## src/rtl/pc_fetch_unit_pkg.sv

```systemverilog
// pc_fetch_unit_pkg: definitions shared by the fetch unit and its PC adder.
//   fetch_state_e    : fetch FSM state encoding
//   pcsrc_e          : PC source select used by the PC adder
//   fetch_entry_t    : instruction word + its PC (one skid/output entry)
//   DEFAULT_RESET_PC : default reset vector
package pc_fetch_unit_pkg;

    typedef enum logic [1:0] {
        ST_REQ   = 2'b00,
        ST_WAIT  = 2'b01,
        ST_HOLD  = 2'b10,
        ST_DRAIN = 2'b11
    } fetch_state_e;

    typedef enum logic [1:0] {
        PCSRC_SEQ = 2'b00,
        PCSRC_REL = 2'b01,
        PCSRC_ABS = 2'b10
    } pcsrc_e;

    typedef struct packed {
        logic [31:0] inst;
        logic [31:0] pc;
    } fetch_entry_t;

    localparam logic [31:0] DEFAULT_RESET_PC = 32'h0000_0000;

endpackage

```

## src/rtl/pc_fetch_unit_skid_buf.sv

```systemverilog
// fetch_skid_buf: one-entry buffer holding a fetched word and its PC while
// the decode-facing output register is occupied.
// Ports:
//   CLK, RST (sync, active-low)
//   load  : capture din (sets full)
//   pop   : release the entry (clears full)
//   clear : drop the entry; wins over load/pop
//   din / dout : {inst, pc} entry
//   full  : entry present
module fetch_skid_buf
    import pc_fetch_unit_pkg::*;
(
    input  logic         CLK,
    input  logic         RST,
    input  logic         load,
    input  logic         pop,
    input  logic         clear,
    input  fetch_entry_t din,
    output logic         full,
    output fetch_entry_t dout
);

    logic         full_q, full_d;
    fetch_entry_t data_q, data_d;

    always_comb begin
        full_d = full_q;
        data_d = data_q;
        if (clear) begin
            full_d = 1'b0;
        end else if (load) begin
            full_d = 1'b1;
            data_d = din;
        end else if (pop) begin
            full_d = 1'b0;
        end
    end

    always_ff @(posedge CLK) begin
        if (!RST) begin
            full_q <= 1'b0;
            data_q <= '0;
        end else begin
            full_q <= full_d;
            data_q <= data_d;
        end
    end

    assign full = full_q;
    assign dout = data_q;

endmodule

```

## src/rtl/pc_fetch_unit.sv

```systemverilog
// pc_fetch_unit: owns the PC register, fetches from instruction memory with a
// req/gnt/rvalid handshake (one request outstanding) and hands words to
// decode over valid/ready. A one-entry skid buffer absorbs a response that
// lands while decode is stalled. The PC adder supplies nextPC; this block
// never does PC arithmetic itself.
// Ports:
//   CLK, RST (sync, active-low), RESET_PC parameter
//   nextPC in / currPC out          : PC adder loop
//   imem_req/addr out, imem_gnt/rvalid/rdata in : memory side
//   inst_valid/inst/inst_pc out, inst_ready in  : decode side
//   flush in                        : redirect, target arrives on nextPC
//   fault out                       : only when FETCH_ALIGN_CHECK_EN is defined
// Build option: FETCH_ALIGN_CHECK_EN stalls fetch on a misaligned PC and
// raises a sticky fault; otherwise the address is force-aligned.
module pc_fetch_unit
    import pc_fetch_unit_pkg::*;
#(
    parameter logic [31:0] RESET_PC = DEFAULT_RESET_PC
) (
    input  logic        CLK,
    input  logic        RST,
    input  logic [31:0] nextPC,
    output logic [31:0] currPC,
    output logic        imem_req,
    output logic [31:0] imem_addr,
    input  logic        imem_gnt,
    input  logic        imem_rvalid,
    input  logic [31:0] imem_rdata,
    output logic        inst_valid,
    output logic [31:0] inst,
    output logic [31:0] inst_pc,
    input  logic        inst_ready,
    input  logic        flush
`ifdef FETCH_ALIGN_CHECK_EN
    ,
    output logic        fault
`endif
);

    fetch_state_e state_q, state_d;
    logic [31:0]  pc_q, pc_d;
    logic         ivld_q, ivld_d;
    fetch_entry_t out_q, out_d;

    logic         skid_load, skid_pop, skid_clear, skid_full;
    fetch_entry_t skid_dout;

    logic         req_ok;
    logic         req_w;
    logic         issued;
    logic         consumed;
    logic         out_free;

`ifdef FETCH_ALIGN_CHECK_EN
    logic fault_q, fault_d;
    assign req_ok    = (pc_q[1:0] == 2'b00);
    assign imem_addr = pc_q;
    assign fault     = fault_q;
`else
    assign req_ok    = 1'b1;
    assign imem_addr = {pc_q[31:2], 2'b00};
`endif

    // RST gates the request so it stays low for the whole reset window,
    // including the cycle before the first reset edge has been seen.
    assign req_w    = RST && (state_q == ST_REQ) && req_ok;
    assign imem_req = req_w;
    assign issued   = req_w && imem_gnt;
    assign consumed = ivld_q && inst_ready;
    assign out_free = !ivld_q || inst_ready;

    always_comb begin
        state_d    = state_q;
        pc_d       = pc_q;
        ivld_d     = consumed ? 1'b0 : ivld_q;
        out_d      = out_q;
        skid_load  = 1'b0;
        skid_pop   = 1'b0;
        skid_clear = 1'b0;
`ifdef FETCH_ALIGN_CHECK_EN
        fault_d    = fault_q;
`endif

        case (state_q)
            ST_REQ: begin
`ifdef FETCH_ALIGN_CHECK_EN
                if (!req_ok) fault_d = 1'b1;
`endif
                if (issued) state_d = ST_WAIT;
            end
            ST_WAIT: begin
                if (imem_rvalid) begin
                    pc_d = nextPC;
                    if (out_free) begin
                        ivld_d  = 1'b1;
                        out_d   = '{inst: imem_rdata, pc: pc_q};
                        state_d = ST_REQ;
                    end else begin
                        skid_load = 1'b1;
                        state_d   = ST_HOLD;
                    end
                end
            end
            ST_HOLD: begin
                if (consumed) begin
                    ivld_d   = 1'b1;
                    out_d    = skid_dout;
                    skid_pop = 1'b1;
                    state_d  = ST_REQ;
                end
            end
            ST_DRAIN: begin
                if (imem_rvalid) state_d = ST_REQ;
            end
            default: state_d = ST_REQ;
        endcase

        // Redirect overrides everything above. A response still owed by
        // memory after this cycle must be swallowed in DRAIN.
        if (flush) begin
            pc_d       = nextPC;
            ivld_d     = 1'b0;
            skid_load  = 1'b0;
            skid_pop   = 1'b0;
            skid_clear = 1'b1;
`ifdef FETCH_ALIGN_CHECK_EN
            fault_d    = 1'b0;
`endif
            case (state_q)
                ST_REQ:   state_d = issued ? ST_DRAIN : ST_REQ;
                ST_WAIT,
                ST_DRAIN: state_d = imem_rvalid ? ST_REQ : ST_DRAIN;
                default:  state_d = ST_REQ;
            endcase
        end
    end

    always_ff @(posedge CLK) begin
        if (!RST) begin
            state_q <= ST_REQ;
            pc_q    <= RESET_PC;
            ivld_q  <= 1'b0;
            out_q   <= '0;
`ifdef FETCH_ALIGN_CHECK_EN
            fault_q <= 1'b0;
`endif
        end else begin
            state_q <= state_d;
            pc_q    <= pc_d;
            ivld_q  <= ivld_d;
            out_q   <= out_d;
`ifdef FETCH_ALIGN_CHECK_EN
            fault_q <= fault_d;
`endif
        end
    end

    fetch_skid_buf u_skid (
        .CLK   (CLK),
        .RST   (RST),
        .load  (skid_load),
        .pop   (skid_pop),
        .clear (skid_clear),
        .din   ('{inst: imem_rdata, pc: pc_q}),
        .full  (skid_full),
        .dout  (skid_dout)
    );

    assign currPC     = pc_q;
    assign inst_valid = ivld_q;
    assign inst       = out_q.inst;
    assign inst_pc    = out_q.pc;

endmodule

```

## config.mk

```make
export PLATFORM = sky130hd
export DESIGN_NAME = pc_fetch_unit
export DESIGN_NICKNAME = d
export VERILOG_FILES = /design/src/rtl/pc_fetch_unit_pkg.sv /design/src/rtl/pc_fetch_unit_skid_buf.sv /design/src/rtl/pc_fetch_unit.sv
export SDC_FILE = /design/constraint.sdc
export NUM_CORES = 1
export LEC_CHECK = 0
export CORE_AREA = 2 2 131 133
export DETAILED_ROUTE_END_ITERATION = 12
export DIE_AREA = 0 0 133 135
export PLACE_DENSITY = 0.79
export SLEW_MARGIN = 20
export SYNTH_ARGS = -nofsm -noshare
export SYNTH_HDL_FRONTEND = slang
export SYNTH_SLANG_ARGS = --single-unit
```

## constraint.sdc

```tcl
create_clock -name CLK -period 1.84 [get_ports CLK]
set_input_delay 0.184 -clock CLK [delete_from_list [all_inputs] [get_ports CLK]]
set_output_delay 0.184 -clock CLK [all_outputs]
set_load 0.05 [all_outputs]
```

## Yosys cells after proc, flatten, opt, wreduce, memory -nomap -nowiden

Cells that the tools add are included.

- Register bits: 163
- Input port bits: 70
- Output and inout bits: 130
- Logic and storage cells: 61

- Eq/ne operators: 10
- Muxes and demuxes: 27
- Bitwise gates (word level): 2
- Reduce and logical (&&, ||, !) cells: 15

Operator list:

| operator | number |
|---|---|
| $mux 64 | 3 |
| $pmux 64 s2 | 1 |
| $mux 32 | 3 |
| $mux 2 | 8 |
| $ne 3x3->1 const B | 4 |
| $mux 1 | 9 |
| $pmux 2 s4 | 1 |
| $reduce_and 4->1 | 2 |
| $ne 2x2->1 const B | 3 |
| $reduce_bool 2->1 | 3 |
| $eq 2x2->1 const B | 2 |
| $pmux 2 s2 | 1 |
| $reduce_and 2->1 | 2 |
| $reduce_or 2->1 | 2 |
| $logic_and 1x1->1 | 3 |
| $eq 2x1->1 const B | 1 |
| $logic_not 2->1 | 1 |
| $not 1->1 | 2 |
| $pmux 1 s2 | 1 |
| $logic_not 1->1 | 1 |
| $logic_or 1x1->1 | 1 |

## Depth between registers and ports, before layout

Gate-level depths: netlist (run 1).

- Word-level depth: 7
- Depth in mapped cells: 9
- Mapped depth without buffers: 6

## Cells and area by module

From an unflattened synthesis (run 1), not the netlist that was laid out.

- Cell total of the unflattened synthesis: 778
- Area total of the unflattened synthesis: 7323.3 µm²

Modules (own cells, without submodules):

| module | instances | cells an instance | area an instance (µm²) | sequential area each (µm²) |
|---|---|---|---|---|
| pc_fetch_unit | 1 | 496 | 4653.2 | 1981.9 |
| fetch_skid_buf | 1 | 282 | 2670.1 | 1301.2 |

## Worst setup path after synthesis (run 1)

No wires, ideal clock.

- Path type: register -> register
- Start: register state_q[1]
- End: register state_q[1]
- Library setup time: 119 ps
- Arrival: 1597 ps
- Data required time: 1721 ps
- Path slack: 124 ps
- Stages on the path, launching flop included: 7
- Buffers on the path: 0
- Clock period less this slack: 1716 ps
- Path through: dfxtp_1 > inv_1 > ha_1 > o21ba_2 > o31ai_1 > o31ai_1 > o221a_2

- Longest elaborated chain between the ends: 6
- Elaborated cells on any way between the ends: 16
- Those cells by class: 7 x eq/ne; 4 x mux; 5 x reduce/logical

Ends and longest elaborated chain:

| item | line | source |
|---|---|---|
| start, declared | pc_fetch_unit.sv:40 | `fetch_state_e state_q, state_d;` |
| start signal, assigned | pc_fetch_unit.sv:148 | `state_q <= state_d;` |
| $logic_not 2->1 | pc_fetch_unit.sv:66, pc_fetch_unit.sv:84, pc_fetch_unit.sv:129 |  |
| $logic_and 1x1->1 | pc_fetch_unit.sv:66 | `assign req_w = RST && (state_q == ST_REQ) && req_ok;` |
| $logic_and 1x1->1 | pc_fetch_unit.sv:68 | `assign issued = req_w && imem_gnt;` |
| $mux 2 | pc_fetch_unit.sv:130 | `ST_REQ: state_d = issued ? ST_DRAIN : ST_REQ;` |
| $pmux 2 s2 | pc_fetch_unit.sv:129 | `case (state_q)` |
| $mux 2 | pc_fetch_unit.sv:120 | `if (flush) begin` |

Parallel ways exist; a longest one is shown, timed or not.
A chain may end at the register's enable or synchronous reset.

## Worst setup path after layout (run 1)

- Start: register out_q (netlist bit inst_pc[23])
- End: output port inst_pc[23]

RTL lines:

| item | line | source |
|---|---|---|
| start, declared | pc_fetch_unit.sv:43 | `fetch_entry_t out_q, out_d;` |
| start signal, assigned | pc_fetch_unit.sv:151 | `out_q <= out_d;` |
| end, declared | pc_fetch_unit.sv:31 | `output logic [31:0] inst_pc,` |

No word-level cell between the ends.

==> impl_metrics.json, run 1 <==
{
  "status": "completed",
  "grt_usage_pct": 19.23,
  "r2r_start": "state_q[1]",
  "synth_edf_count": 0,
  "setup_viol": 0,
  "worst_slack_ns": 0.05963,
  "avgSynthCellArea_um2": 9.131,
  "grt_use_met2_pct": 32.12,
  "fill_cells": 1408,
  "cp-start-kind": "register",
  "worstPathArrival_ns": 1.60,
  "setup_tns_ns": 0,
  "rr_endpoint": "state_q[1]",
  "place_ws_ns": 0.02170,
  "drive_gt1_share_pct": 9.033,
  "clk_pin_slew_ns": 0.07,
  "grt_max_degree": 64,
  "hold_violations": 0,
  "insertion_delay_ns": 0.42,
  "drt_first_iter_violations": 293,
  "ys.warnings.count": 0,
  "reg2regPathDepth": 7,
  "numPortBuffers": 197,
  "grt.busiest_layer": "met2",
  "synth-main-ff-cell": "dfxtp_1",
  "leakage_uw": 0.004448,
  "wire_per_inst_um": 14.88,
  "vias": 5815,
  "dieHeight_um": 135,
  "grt_pass1_vias": 5533,
  "max_slew.worst_pin.slew_ns": 0.5639,
  "finalCriticalPeriod_ns": 1.780,
  "design.core.area_um2": 16410,
  "crit_path_max_fanout": 2,
  "numCtsBuffers": 17,
  "fin_util_pct": 59.93,
  "diodes": 0,
  "cts_max_path_buffers": 2,
  "crit_required_ns": 1.66,
  "wirelength_mm": 17.28,
  "drv_slew": 0,
  "clock.fmax_ghz": 0.5617,
  "nets": 1003,
  "crit_chain": "clkdlybuf4s50_1",
  "cts-root-buf": "clkbuf_16",
  "htreeDepth": 4,
  "antenna_found_initial": 0,
  "drv_cap": 0,
  "syn2layout_area_growth_pct": 40.20,
  "die_area_um2": 17960,
  "viasPerCell": 5.009,
  "slowest_delay_ns": 0.82,
  "first_pass_iters": 5,
  "fin_total_pwr_uw": 11340,
  "critPathCaptureType": "output port",
  "ys_types": 25,
  "critPathBufInv": 1,
  "row_count": 47,
  "min_delay_path_depth": 3,
  "place_congestion": 0.7874,
  "start_util_pct": 42.74,
  "grt_pass1_wl_mm": 27.80,
  "drc": 0,
  "hpwl_mm": 11.34,
  "min_path_type": "input pin to register",
  "cts.sinks": 163,
  "slew_headroom_pct": 62.40,
  "ios": 200,
  "hold_start": "nextPC[7]",
  "synth_common_cells": "nand2_1 (259), dfxtp_1 (163), a21boi_0 (98)",
  "yosysSeqAreaShare_pct": 46.53,
  "synth_top_area_share_pct": 46.53,
  "cts_tree": "built",
  "gr-usage-met3_pct": 6.719,
  "syn_area_um2": 7013,
  "cpMaxStageDelayCell": "clkdlybuf4s50_1",
  "grt-ovfl-total": 0,
  "hold-path-endpoint": "currPC[7]",
  "powerDensity_nw_per_um2": 1153,
  "clock_skew_ns": 0.007348,
  "worstSetupPathType": "register to output port",
  "ir_drop_v": 0.0007247,
  "ctsHoldBuffers": 0,
  "synth_most_common_cell": "nand2_1",
  "finalCritPeriodShare_pct": 96.76,
  "synth_top_cells_by_area": "dfxtp_1 (47%), nand2_1 (14%), a21boi_0 (10%)",
  "cp_top_family": "buffers and inverters",
  "async_flop_share_pct": 0,
  "synth_seq_cells": 163,
  "syn_inst": 768,
  "ant_nets": 0,
  "synth_top_cell_by_area": "dfxtp_1",
  "met1_usage_pct": 23.89,
  "dieWidth_um": 133,
  "r2r_slack_ns": 0.09,
  "rsz0062_at_grt": "true"
}
kinds of logic (layout without fill, tap and decap cells):
kind of cell | after synthesis | count (layout) | share of synthesized area, %
adder cells (fa/ha/maj) | 5 | 5 | 0.8921
other | 1 | 2 | 0.05347
AND/OR/NAND/NOR | 268 | 268 | 14.74
buffers and inverters | 95 | 267 | 7.779
flip-flops | 163 | 163 | 46.53
AO/OA/AOI/OAI | 172 | 172 | 20.87
multiplexers | 64 | 64 | 9.135
area by class of cell:
class                      instances  area, um2  area share (%)
inverter                           4      15.01          0.1527
timing repair buffer             231       2374           24.14
sequential                       163       3264           33.20
clock inverter                    11      175.2           1.782
clock buffer                      21      460.4           4.683
multi-input combinational        511       3268           33.24
tap                              220      275.3           2.800
sequential cells by signal (all words and copies together) (netlist names):
signal / flops
inst_pc: 32
inst_valid: 1
currPC: 32
u_skid.dout: 64
state_q: 2
inst: 32
how the worst max path moves through the flow:
stage                      from          end  cells past startpoint
finish              inst_pc[23]  inst_pc[23]                      1
CTS                   currPC[6]    currPC[6]                      1
detailed placement  imem_rvalid  inst_pc[23]                      7
global route         state_q[1]  inst_pc[14]                      8
floorplan            state_q[1]   state_q[1]                      6
global placement    imem_rvalid  inst_pc[12]                      7
cells in the final DEF (no fill, tap or decap), types with 2 or more instances in the layout:
cell	synthesis	layout
nor2b_1	3	3
clkbuf_16	0	17
o211a_1	64	64
mux2i_1	64	64
ha_4	0	2
o221a_2	2	2
clkdlybuf4s50_1	0	131
clkinv_4	0	2
clkbuf_8	0	2
nand2_1	259	258
inv_6	0	2
o31ai_1	2	2
bufinv_16	0	4
dlygate4sd2_1	0	52
ha_1	5	3
conb_1	1	2
clkbuf_1	24	2
buf_4	42	24
buf_12	0	17
dfxtp_1	163	162
inv_1	4	3
dlymetal6s2s_1	0	6
a21boi_0	98	97
clkinvlp_4	0	2
timing repair:
| action | 4_1_cts | 5_1_grt |
|---|---|---|
| pin swaps | 1 | 1 |
| hold endpoints to repair | 0 | 0 |
| buffers inserted | 0 | 3 |
| gates cloned | 0 | 0 |
| setup endpoints to repair | 58 | 126 |
| resized for setup | 54 | 14 |
power breakdown:
group	internal [uW]	total, uW	switching (uW)
registers	3860	4100	237
logic	1320	3440	2120
clock network	2360	3800	1440
total	7540	11300	3800
routing by layer:
layer / part of all wire (%) / up-vias
met5: 0 / -
met4: 1.1 / 0
met3: 7.5 / 14
met2: 47 / 172
met1: 45 / 2746
li1: - / 2883
stage by stage:
| stage | hold slack [ns] | area, um2 | std cells |
|---|---|---|---|
| 6_report | 0.3242 | 9832 | 1161 |
| 5_1_grt | 0.3293 | 9832 | 1161 |
| 4_1_cts | 0.3096 | 9769 | 1158 |
| 3_5_place_dp | 0.4569 | 9198 | 1126 |
| 3_3_place_gp | 0.4492 | 9198 | 1126 |
| 2_1_floorplan | 0.3289 | 7017 | 769 |
Note: power is estimated with default switching activity, not from simulation.
==> run 2: changes to the inputs <==
--- a/config.mk
+++ b/config.mk
@@ -5,11 +5,12 @@
 export SDC_FILE = /design/constraint.sdc
 export NUM_CORES = 1
 export LEC_CHECK = 0
-export CORE_AREA = 2 2 131 133
+export CORE_AREA = 2 2 133 135
 export DETAILED_ROUTE_END_ITERATION = 12
-export DIE_AREA = 0 0 133 135
+export DIE_AREA = 0 0 135 137
 export PLACE_DENSITY = 0.79
 export SLEW_MARGIN = 20
 export SYNTH_ARGS = -nofsm -noshare
 export SYNTH_HDL_FRONTEND = slang
+export SYNTH_HIERARCHICAL = 1
 export SYNTH_SLANG_ARGS = --single-unit
==> run 2 against run 1 <==
  * Clock power is essentially flat
  * Final cell count grew 0.26%
  * Critical path depth grew 8
  * Hold slack lost 0.22 ns
  * Power grew 0.75%
  * Register-to-register slack lost 0.04 ns
  * Sequential share of layout area shrank 0.45 points
  * Core utilization shrank 1.4 points
==> impl_metrics.json, run 2 <==
{
  "worstPathArrival_ns": 2.11,
  "finalCriticalPeriod_ns": 1.791,
  "wire_per_inst_um": 14.90,
  "cts.sinks": 163,
  "numPortBuffers": 197,
  "hold_ws_ns": 0.1007,
  "status": "completed",
  "crit_path_max_fanout": 8,
  "gr-usage-met3_pct": 5.963,
  "clock_skew_ns": 0.008491,
  "vias": 5785,
  "drc": 0,
  "drt_first_iter_violations": 215,
  "met1_usage_pct": 21.72,
  "ant_nets": 0,
  "numCtsBuffers": 17,
  "first_pass_iters": 4,
  "leakage_uw": 0.004541,
  "grt_usage_pct": 18.31,
  "cp-start-kind": "register",
  "insertion_delay_ns": 0.42,
  "powerDensity_nw_per_um2": 1145,
  "clock.fmax_ghz": 0.5583,
  "final_cell_mix": "nand2_1 (260), dfxtp_1 (162), clkdlybuf4s50_1 (130)",
  "ir_drop_v": 0.0006537,
  "hold_violations": 0,
  "drv_cap": 0,
  "mostFrequentLayoutCell": "nand2_1",
  "cts_tree": "built",
  "place_congestion": 0.7965,
  "grt_pass1_wl_mm": 27.10,
  "grt.busiest_layer": "met2",
  "dieHeight_um": 137,
  "dp.cells": 1125,
  "cp_top_family": "buffers and inverters",
  "die_area_um2": 18500,
  "max_slew.worst_pin.slew_ns": 0.5550,
  "critPathCaptureType": "register",
  "diodes": 0,
  "grt-ovfl-total": 0,
  "htreeDepth": 4,
  "grt_use_met2_pct": 30.68,
  "clk_pin_slew_ns": 0.07,
  "fin_util_pct": 58.48,
  "syn_inst": 773,
  "wirelength_mm": 17.35,
  "fin_cells": 1164,
  "nets": 1001,
  "syn2layout_area_growth_pct": 37.07,
  "antenna_found_initial": 0,
  "fill_cells": 1458,
  "hpwl_mm": 10.91,
  "viasPerCell": 4.970,
  "finalCritPeriodShare_pct": 97.34,
  "largest_reg_flops": 64,
  "ys.warnings.count": 6,
  "drive_gt1_share_pct": 8.094,
  "dieWidth_um": 135,
  "row_count": 48,
  "min_path_type": "input pin to register",
  "slew_headroom_pct": 62.89,
  "grt_max_degree": 99,
  "crit_required_ns": 2.15,
  "slowest_delay_ns": 0.32,
  "cts_max_path_buffers": 2,
  "start_util_pct": 42.66,
  "grt_pass1_vias": 5516,
  "worstSetupPathType": "register to register",
  "cpMaxStageDelayCell": "dfxtp_1",
  "crit_path_frequent_cell": "buf_4",
  "ios": 200,
  "ctsHoldBuffers": 0,
  "syn_area_um2": 7277,
  "drv_slew": 0,
  "critPathBufInv": 4,
  "cts-root-buf": "clkbuf_16",
  "crit_chain": "buf_4 > ha_4 > nor2b_2 > a221oi_4 > buf_6 > buf_4 > buf_4 > nand2_1 > o211a_1",
  "avgSynthCellArea_um2": 9.414,
  "design.core.area_um2": 17060,
  "fin_total_pwr_uw": 11420,
  "setup_viol": 0
}
[run 2: changes by cell type in the layout (fill, tap and decap cells not counted), moves of 4 or more]
cell,previous run,this run
a21boi_0,97,34
buf_12,17,12
buf_4,24,13
mux2i_1,64,128
dlygate4sd2_1,52,56
[run 2: what timing repair did]
item	in CTS	in global routing
setup buffers	0	4
cloned	0	3
pin swaps	0	1
resized for setup	57	18
setup endpoints to repair	60	116
[run 2: final timing paths]
check                  startpoint               to  slack, ns  cells past startpoint
setup / recovery       state_q[1]         inst[13]       0.05                      9
hold / removal                RST          inst[9]       0.10                      2
setup reg to reg       state_q[1]         inst[13]       0.05                      9
hold reg to reg   u_skid/dout[24]  u_skid/dout[24]       0.46                      2
[run 2: report_power, final]
group	switching, uW	internal, uW
combinational	2200	1340
sequential	217	3860
clock	1480	2330
[run 2: layer usage]
layer | part of all wire, % | up-vias | wire length (um)
met4 | 1.9 | 0 | 323
met2 | 49 | 145 | 8432
met5 | 0 | - | 0
li1 | - | 2883 | -
met1 | 43 | 2733 | 7497
met3 | 6.3 | 24 | 1091
[run 2: layout make-up]
| cell class | count | area (um2) | area share, % |
|---|---|---|---|
| multi-input combinational | 514 | 3433 | 34.42 |
| sequential | 163 | 3267 | 32.75 |
| timing repair buffer | 225 | 2337 | 23.43 |
| clock buffer | 18 | 439.2 | 4.403 |
| tap | 225 | 281.5 | 2.822 |
| clock inverter | 14 | 197.7 | 1.982 |
| inverter | 5 | 18.77 | 0.1882 |
[run 2: worst reg2reg max path, cell delays in order, from the launching register on]
cell	delay, ns
dfxtp_1	0.32
buf_4	0.15
ha_4	0.18
nor2b_2	0.17
a221oi_4	0.22
buf_6	0.22
buf_4	0.13
buf_4	0.10
nand2_1	0.06
o211a_1	0.13
[run 2: per-stage QoR]
| stage | setup WS, ns | setup TNS, ns | cell area (um2) |
|---|---|---|---|
| 2_1_floorplan | 0.1038 | 0 | 7281 |
| 3_3_place_gp | 0.04019 | 0 | 9218 |
| 3_5_place_dp | -0.007394 | -0.007394 | 9218 |
| 4_1_cts | 0.001315 | 0 | 9788 |
| 5_1_grt | -0.03606 | -0.03606 | 9975 |
| 6_report | 0.04900 | 0 | 9975 |
